$ cat src/rtl/digit_serial_adder.sv
// digit_serial_adder: multi-cycle two's-complement add/sub, DIGIT bits per clock with a registered ripple carry.
module digit_serial_adder #(
    parameter int WIDTH = 16,
    parameter int DIGIT = 4
) (
    input  logic             clk,
    input  logic             rst,
    input  logic             in_valid,
    output logic             in_ready,
    input  logic [WIDTH-1:0] a,
    input  logic [WIDTH-1:0] b,
    input  logic             sub,
    output logic             out_valid,
    input  logic             out_ready,
    output logic [WIDTH-1:0] sum,
    output logic             cout,
    output logic             ovf
);
    localparam int N  = WIDTH / DIGIT;
    localparam int CW = N > 1 ? $clog2(N) : 1;

    if (WIDTH < 2 || DIGIT < 1 || DIGIT > WIDTH || WIDTH % DIGIT != 0) begin : g_bad_params
        $error("digit_serial_adder: illegal WIDTH/DIGIT combination");
    end

    typedef enum logic [1:0] {IDLE, RUN, DONE} state_t;

    state_t           state;
    logic [WIDTH-1:0] sa;
    logic [WIDTH-1:0] sb;
    logic             carry;
    logic [CW-1:0]    cnt;
    logic [DIGIT:0]   dsum;
    logic             cin_msb;

    assign dsum     = {1'b0, sa[DIGIT-1:0]} + {1'b0, sb[DIGIT-1:0]} + {{DIGIT{1'b0}}, carry};
    // Carry into the digit's top bit recovered from its sum bit and operand bits.
    assign cin_msb  = sa[DIGIT-1] ^ sb[DIGIT-1] ^ dsum[DIGIT-1];
    assign in_ready = !rst && state == IDLE;

    always_ff @(posedge clk) begin
        if (rst) begin
            state     <= IDLE;
            cnt       <= '0;
            carry     <= 1'b0;
            sum       <= '0;
            cout      <= 1'b0;
            ovf       <= 1'b0;
            out_valid <= 1'b0;
        end else begin
            case (state)
                IDLE: if (in_valid) begin
                    sa    <= a;
                    sb    <= b ^ {WIDTH{sub}};
                    carry <= sub;
                    cnt   <= '0;
                    state <= RUN;
                end
                RUN: begin
                    for (int i = 0; i < N; i++)
                        if (cnt == CW'(i)) sum[i*DIGIT +: DIGIT] <= dsum[DIGIT-1:0];
                    carry <= dsum[DIGIT];
                    sa    <= sa >> DIGIT;
                    sb    <= sb >> DIGIT;
                    cnt   <= cnt + 1'b1;
                    if (cnt == CW'(N - 1)) begin
                        cout      <= dsum[DIGIT];
                        ovf       <= cin_msb ^ dsum[DIGIT];
                        out_valid <= 1'b1;
                        state     <= DONE;
                    end
                end
                DONE: if (out_ready) begin
                    out_valid <= 1'b0;
                    state     <= IDLE;
                end
                default: state <= IDLE;
            endcase
        end
    end
endmodule
$ cat config.mk
export PLATFORM = sky130hd
export DESIGN_NAME = digit_serial_adder
export DESIGN_NICKNAME = d
export VERILOG_FILES = /design/src/rtl/digit_serial_adder.sv
export SDC_FILE = /design/constraint.sdc
export NUM_CORES = 1
export LEC_CHECK = 0
export ABC_AREA = 1
export CELL_PAD_IN_SITES_DETAIL_PLACEMENT = 0
export CELL_PAD_IN_SITES_GLOBAL_PLACEMENT = 1
export CORE_ASPECT_RATIO = 1.4
export CORE_MARGIN = 3
export CORE_UTILIZATION = 35
export CTS_CLUSTER_SIZE = 30
export DETAILED_ROUTE_END_ITERATION = 12
export GPL_TIMING_DRIVEN = 1
export HOLD_SLACK_MARGIN = 0.05
export PLACE_DENSITY_LB_ADDON = 0.25
export SYNTH_ARGS = -nofsm -noshare
export SYNTH_HDL_FRONTEND = slang
export SYNTH_SLANG_ARGS = --single-unit
$ cat constraint.sdc
create_clock -name clk -period 4.6 [get_ports clk]
set_clock_uncertainty 0.15 [all_clocks]
set_input_delay 1.15 -clock clk [delete_from_list [all_inputs] [get_ports clk]]
set_output_delay 1.15 -clock clk [all_outputs]
set_load 0.05 [all_outputs]
## After elaboration in Yosys (flattened, before gate mapping)

Index checks and enable logic that the tools add are counted.

| storage, ports and cells | value |
|---|---|
| register bits after elaboration | 56 |
| latch bits | 0 |
| RAM bits | 0 |
| ROM bits | 0 |
| input port bits | 37 |
| memories kept | 0 |

| cells by class | value |
|---|---|
| $add $sub $neg | 3 |
| multipliers | 0 |
| div/mod/pow operators | 0 |
| order comparisons | 0 |
| eq/ne operators | 8 |
| shift-type cells | 0 |
| mux-type cells | 15 |
| bitwise logic cells | 5 |
| reductions and logical operators | 14 |

Operator list:

| operator | number |
|---|---|
| one-hot mux 16 bit (2 select lines) | 2 |
| 2-to-1 mux 16 bit | 2 |
| bitwise XOR 16 bit | 1 |
| AND reduction 2 bit | 5 |
| AND reduction 3 bit | 3 |
| 2-to-1 mux 2 bit | 4 |
| == test 2 bit (second input constant) | 3 |
| inequality test 2 bit (second input constant) | 3 |
| one-hot mux 2 bit (3 select lines) | 1 |
| adder 4 x 4 -> 5 bit | 1 |
| adder 5 x 1 -> 5 bit | 1 |
| == test 2 x 1 -> 1 bit (second input constant) | 2 |
| zero test 2 bit | 2 |
| one-hot mux 1 bit (2 select lines) | 2 |
| one-hot mux 2 bit (2 select lines) | 1 |
| nonzero test 2 bit | 2 |
| 2-to-1 mux 1 bit | 3 |
| bitwise XOR 1 bit | 3 |
| adder 2 x 1 -> 2 bit (second input constant) | 1 |
| logical AND 1 bit | 1 |
| zero test 1 bit | 1 |
| inverter 1 bit | 1 |

## Depth between registers and ports, before layout

| depth | value |
|---|---|
| word-level depth | 4 |
| mapped depth | 11 |
| depth with buffers taken out | 11 |

## Least setup slack after synthesis

OpenSTA, ideal clock, no wires.

| timing path | value |
|---|---|
| path type | input-to-output |
| start point | in rst |
| end point | out in_ready |
| arrival time | 2.195 ns |
| setup slack | 1.105 ns |
| cell stages on the path | 1 |
| buffers on the path | 0 |
| path through | nor3_1 |

| on the way | value |
|---|---|
| word-level cells in the longest chain between the ends | 2 |

Ends and longest elaborated chain:

| what | line | source |
|---|---|---|
| from (decl) | 7 | `input logic rst,` |
| zero test 1 bit | 39 | `assign in_ready = !rst && state == IDLE;` |
| logical AND 1 bit | 39 |  |
| to (decl) | 9 | `output logic in_ready,` |

Every way passes these cells.

## Final worst setup path

Same ends and word-level chain as after synthesis.

==> results.txt <==
Worst Hold Depth: 2
CP max FO: 6
#FFs+latches synth: 56
Die X-Extent: 79.3 um
Final min period: 3.99 ns
Synth Area in Simple Gates: 17.5%
Sw Ratio: 27.4%
Worst Hold Class: flip-flop to flip-flop
Initial Utilization: 37.0%
Fraction of layout cells with a size suffix above 1: 4.48%
Cts hold-fix bufs: 0
Vias/cell: 4.48
Clock share of power: 25.5%
Row count: 36
Final hold viol count: 0
DRT antenna net count: 0
CTS H-Tree Depth: 2
Actual slew at the worst max-slew pin: 0.935 ns
Vias after detailed routing: 1925
Commonest non-fill, non-tap cell in the layout: nand2_1
Hold Crit Endpoint: out_valid$_SDFFE_PP0P_
DP HPWL: 3310 um
WL/cell: 11.1 um
Largest net degree at the start of global routing: 49
CP arrival: 2.69 ns
I/O pin count: 57
Pre-antenna DRT Iters: 4
PortBufs: 56
Ys Warns: 0
Die area: 8610 sq um
Pre-CTS setup slack: 0.584 ns
First-iteration detailed-routing DRC count: 75
Synth Cell Area: 2630 sq um
CTS sink cnt: 56
Comb power frac: 19.0%
Post-synthesis adder-cell area fraction: 4.85%
Clock Path Buffers: 2
Post-synth cell types: 23
GRT Residual Overflow: 0
Maximum operating frequency: 0.250 GHz
Drt total wl: 4760 um
Total GRT Usage: 11.7%
Post-CTS setup buffers: 0
RSZ-0062 raised after global routing: false
Final nets: 380
Pleak: 1.31 nW
Sequential share of power: 55.6%
Total CTS buffers: 5
Internal reg-to-reg setup slack: 2.55 ns
Die Y-Extent: 109 um
Switching Power: 0.286 mW
Combinational family with the most area after synthesis: simple AND/OR/NAND/NOR gates
Syn Area/Cell: 9.30 sq um
Crit Path Class: input pin to output port
Worst reg2reg path startpoint: state[0]$_SDFFE_PP0P_
Status: complete, no violations
Drt drc: 0
Clock Latency Late Sink: 0.31 ns
Post-synthesis sequential area ratio: 54.8%
Worst R2R End: sb[1]$_DFFE_PP_
Peak supply drop: 127 uV
Pint: 0.758 mW
Tot Pwr: 1.04 mW
Final Setup Violations: 0
Post-DP Area: 3240 sq um
Clk root buf: clkbuf_8
Max cap viols: 0
Syn_nets: 329
Clock slew at reported path FFs: 0.10 ns
GPL Wtd Cong: 0.788
Post-route cell area: 3320 sq um
DP Cell Count: 422
Area grow syn2layout: 26.2%
Startpoint Class: input pin
CTS tree: done
Vias in the first global route: 1821
Final Max Tran Viols: 0
Initial antenna violation count: 0
Final hold slack: 0.320 ns
Crit. End Element: output port
Slew headroom: 37.5%
Post-layout util: 46.7%
Req. time, crit path: 3.30 ns
Final std cells w/o fill: 430
Core area: 7120 sq um
Worst-case reg-to-reg path depth: 2
HP Start: out_valid$_SDFFE_PP0P_
Complex-gate fraction of the synthesized area: 9.80%
First-pass GRT wire length: 7960 um
ANT cells: 0
Power per cell area: 314 nW/um^2
Post-CTS resize count: 0
Setup ws final: 0.606 ns
Syn Inst Count: 283
Most frequent cells in the layout: nand2_1, clkdlybuf4s50_1, edfxtp_1, inv_1, dfxtp_1
Setup TNS: 0 ns
Final period utilization: 86.8%
Multiplexer share of the synthesized area: 0%
Post-synthesis xor/xnor area fraction: 5.66%
[cell type report]
class | count | area [sq um]
clock inverters | 3 | 17.5
well taps | 95 | 119
clock buffers | 5 | 68.8
multi-input cells | 185 | 1000
flip-flops and latches | 56 | 1440
repair buffers | 56 | 561
fillers | 753 | 3790
inverters | 30 | 113
[worst max path at each step]
| stage | start | endpoint | slack (ns) |
|---|---|---|---|
| floorplan | rst | in_ready | 1.11 |
| global placement | rst | in_ready | 0.61 |
| detailed placement | rst | in_ready | 0.58 |
| CTS | rst | in_ready | 0.58 |
| global route | rst | in_ready | 0.53 |
| finish | rst | in_ready | 0.61 |
[layer usage]
metal / vias up / part of all wire, % / GRT usage [%] / wire [um]
met1: 855 / 42 / 12.3 / 2000
met2: 55 / 51 / 22.2 / 2450
met5: - / 0 / 0 / 0
met4: 0 / 0.69 / 3.69 / 33
met3: 2 / 5.8 / 3.25 / 277
li1: 1013 / - / - / -
[synthesized netlist by cell type]
library cell | number | area (sq um)
xnor2_1 | 17 | 149
o21ai_1 | 5 | 25.0
fa_1 | 2 | 40.0
dfxtp_1 | 24 | 480
nor2_1 | 21 | 78.8
nand2_4 | 1 | 11.3
buf_6 | 3 | 33.8
clkbuf_1 | 3 | 11.3
nor2_2 | 1 | 6.26
inv_1 | 28 | 105
a21oi_1 | 16 | 80.1
ha_1 | 7 | 87.6
buf_2 | 3 | 15.0
nor2_4 | 3 | 33.8
o21ai_0 | 23 | 115
edfxtp_1 | 32 | 961
buf_4 | 3 | 22.5
nor3_1 | 1 | 5.00
inv_2 | 2 | 7.51
o21a_1 | 5 | 37.5
nand3_1 | 9 | 45.0
and3_1 | 1 | 6.26
nand2_1 | 73 | 274
[kinds of logic after synthesis]
family,after synthesis
and+or+nand+nor,110
DFF,56
AOI/OAI and AO/OA,49
buffers and inverters,42
xor gates and xnor gates,17
adders and majority gates,9
[critical path, stage by stage]
cell	delay, ns
clkdlybuf4s50_1	0.53
nor3_1	0.18
clkdlybuf4s50_1	0.83
[sequential cells by signal, summed over array words and instances (netlist names)]
| signal | cells |
|---|---|
| sb | 16 |
| cnt | 2 |
| cout | 1 |
| state | 2 |
| ovf | 1 |
| sa | 16 |
| sum | 16 |
| carry | 1 |
| out_valid | 1 |
[power groups by stage]
stage	Clock, mW	Combinational, mW	Sequential [mW]
detailed placement	0	0.201	0.592
global route	0.296	0.221	0.584
CTS	0.279	0.202	0.580
finish	0.266	0.198	0.580
global placement	0	0.198	0.591
floorplan	0	0.111	0.613
No activity file was read; power rests on OpenSTA's default activity.
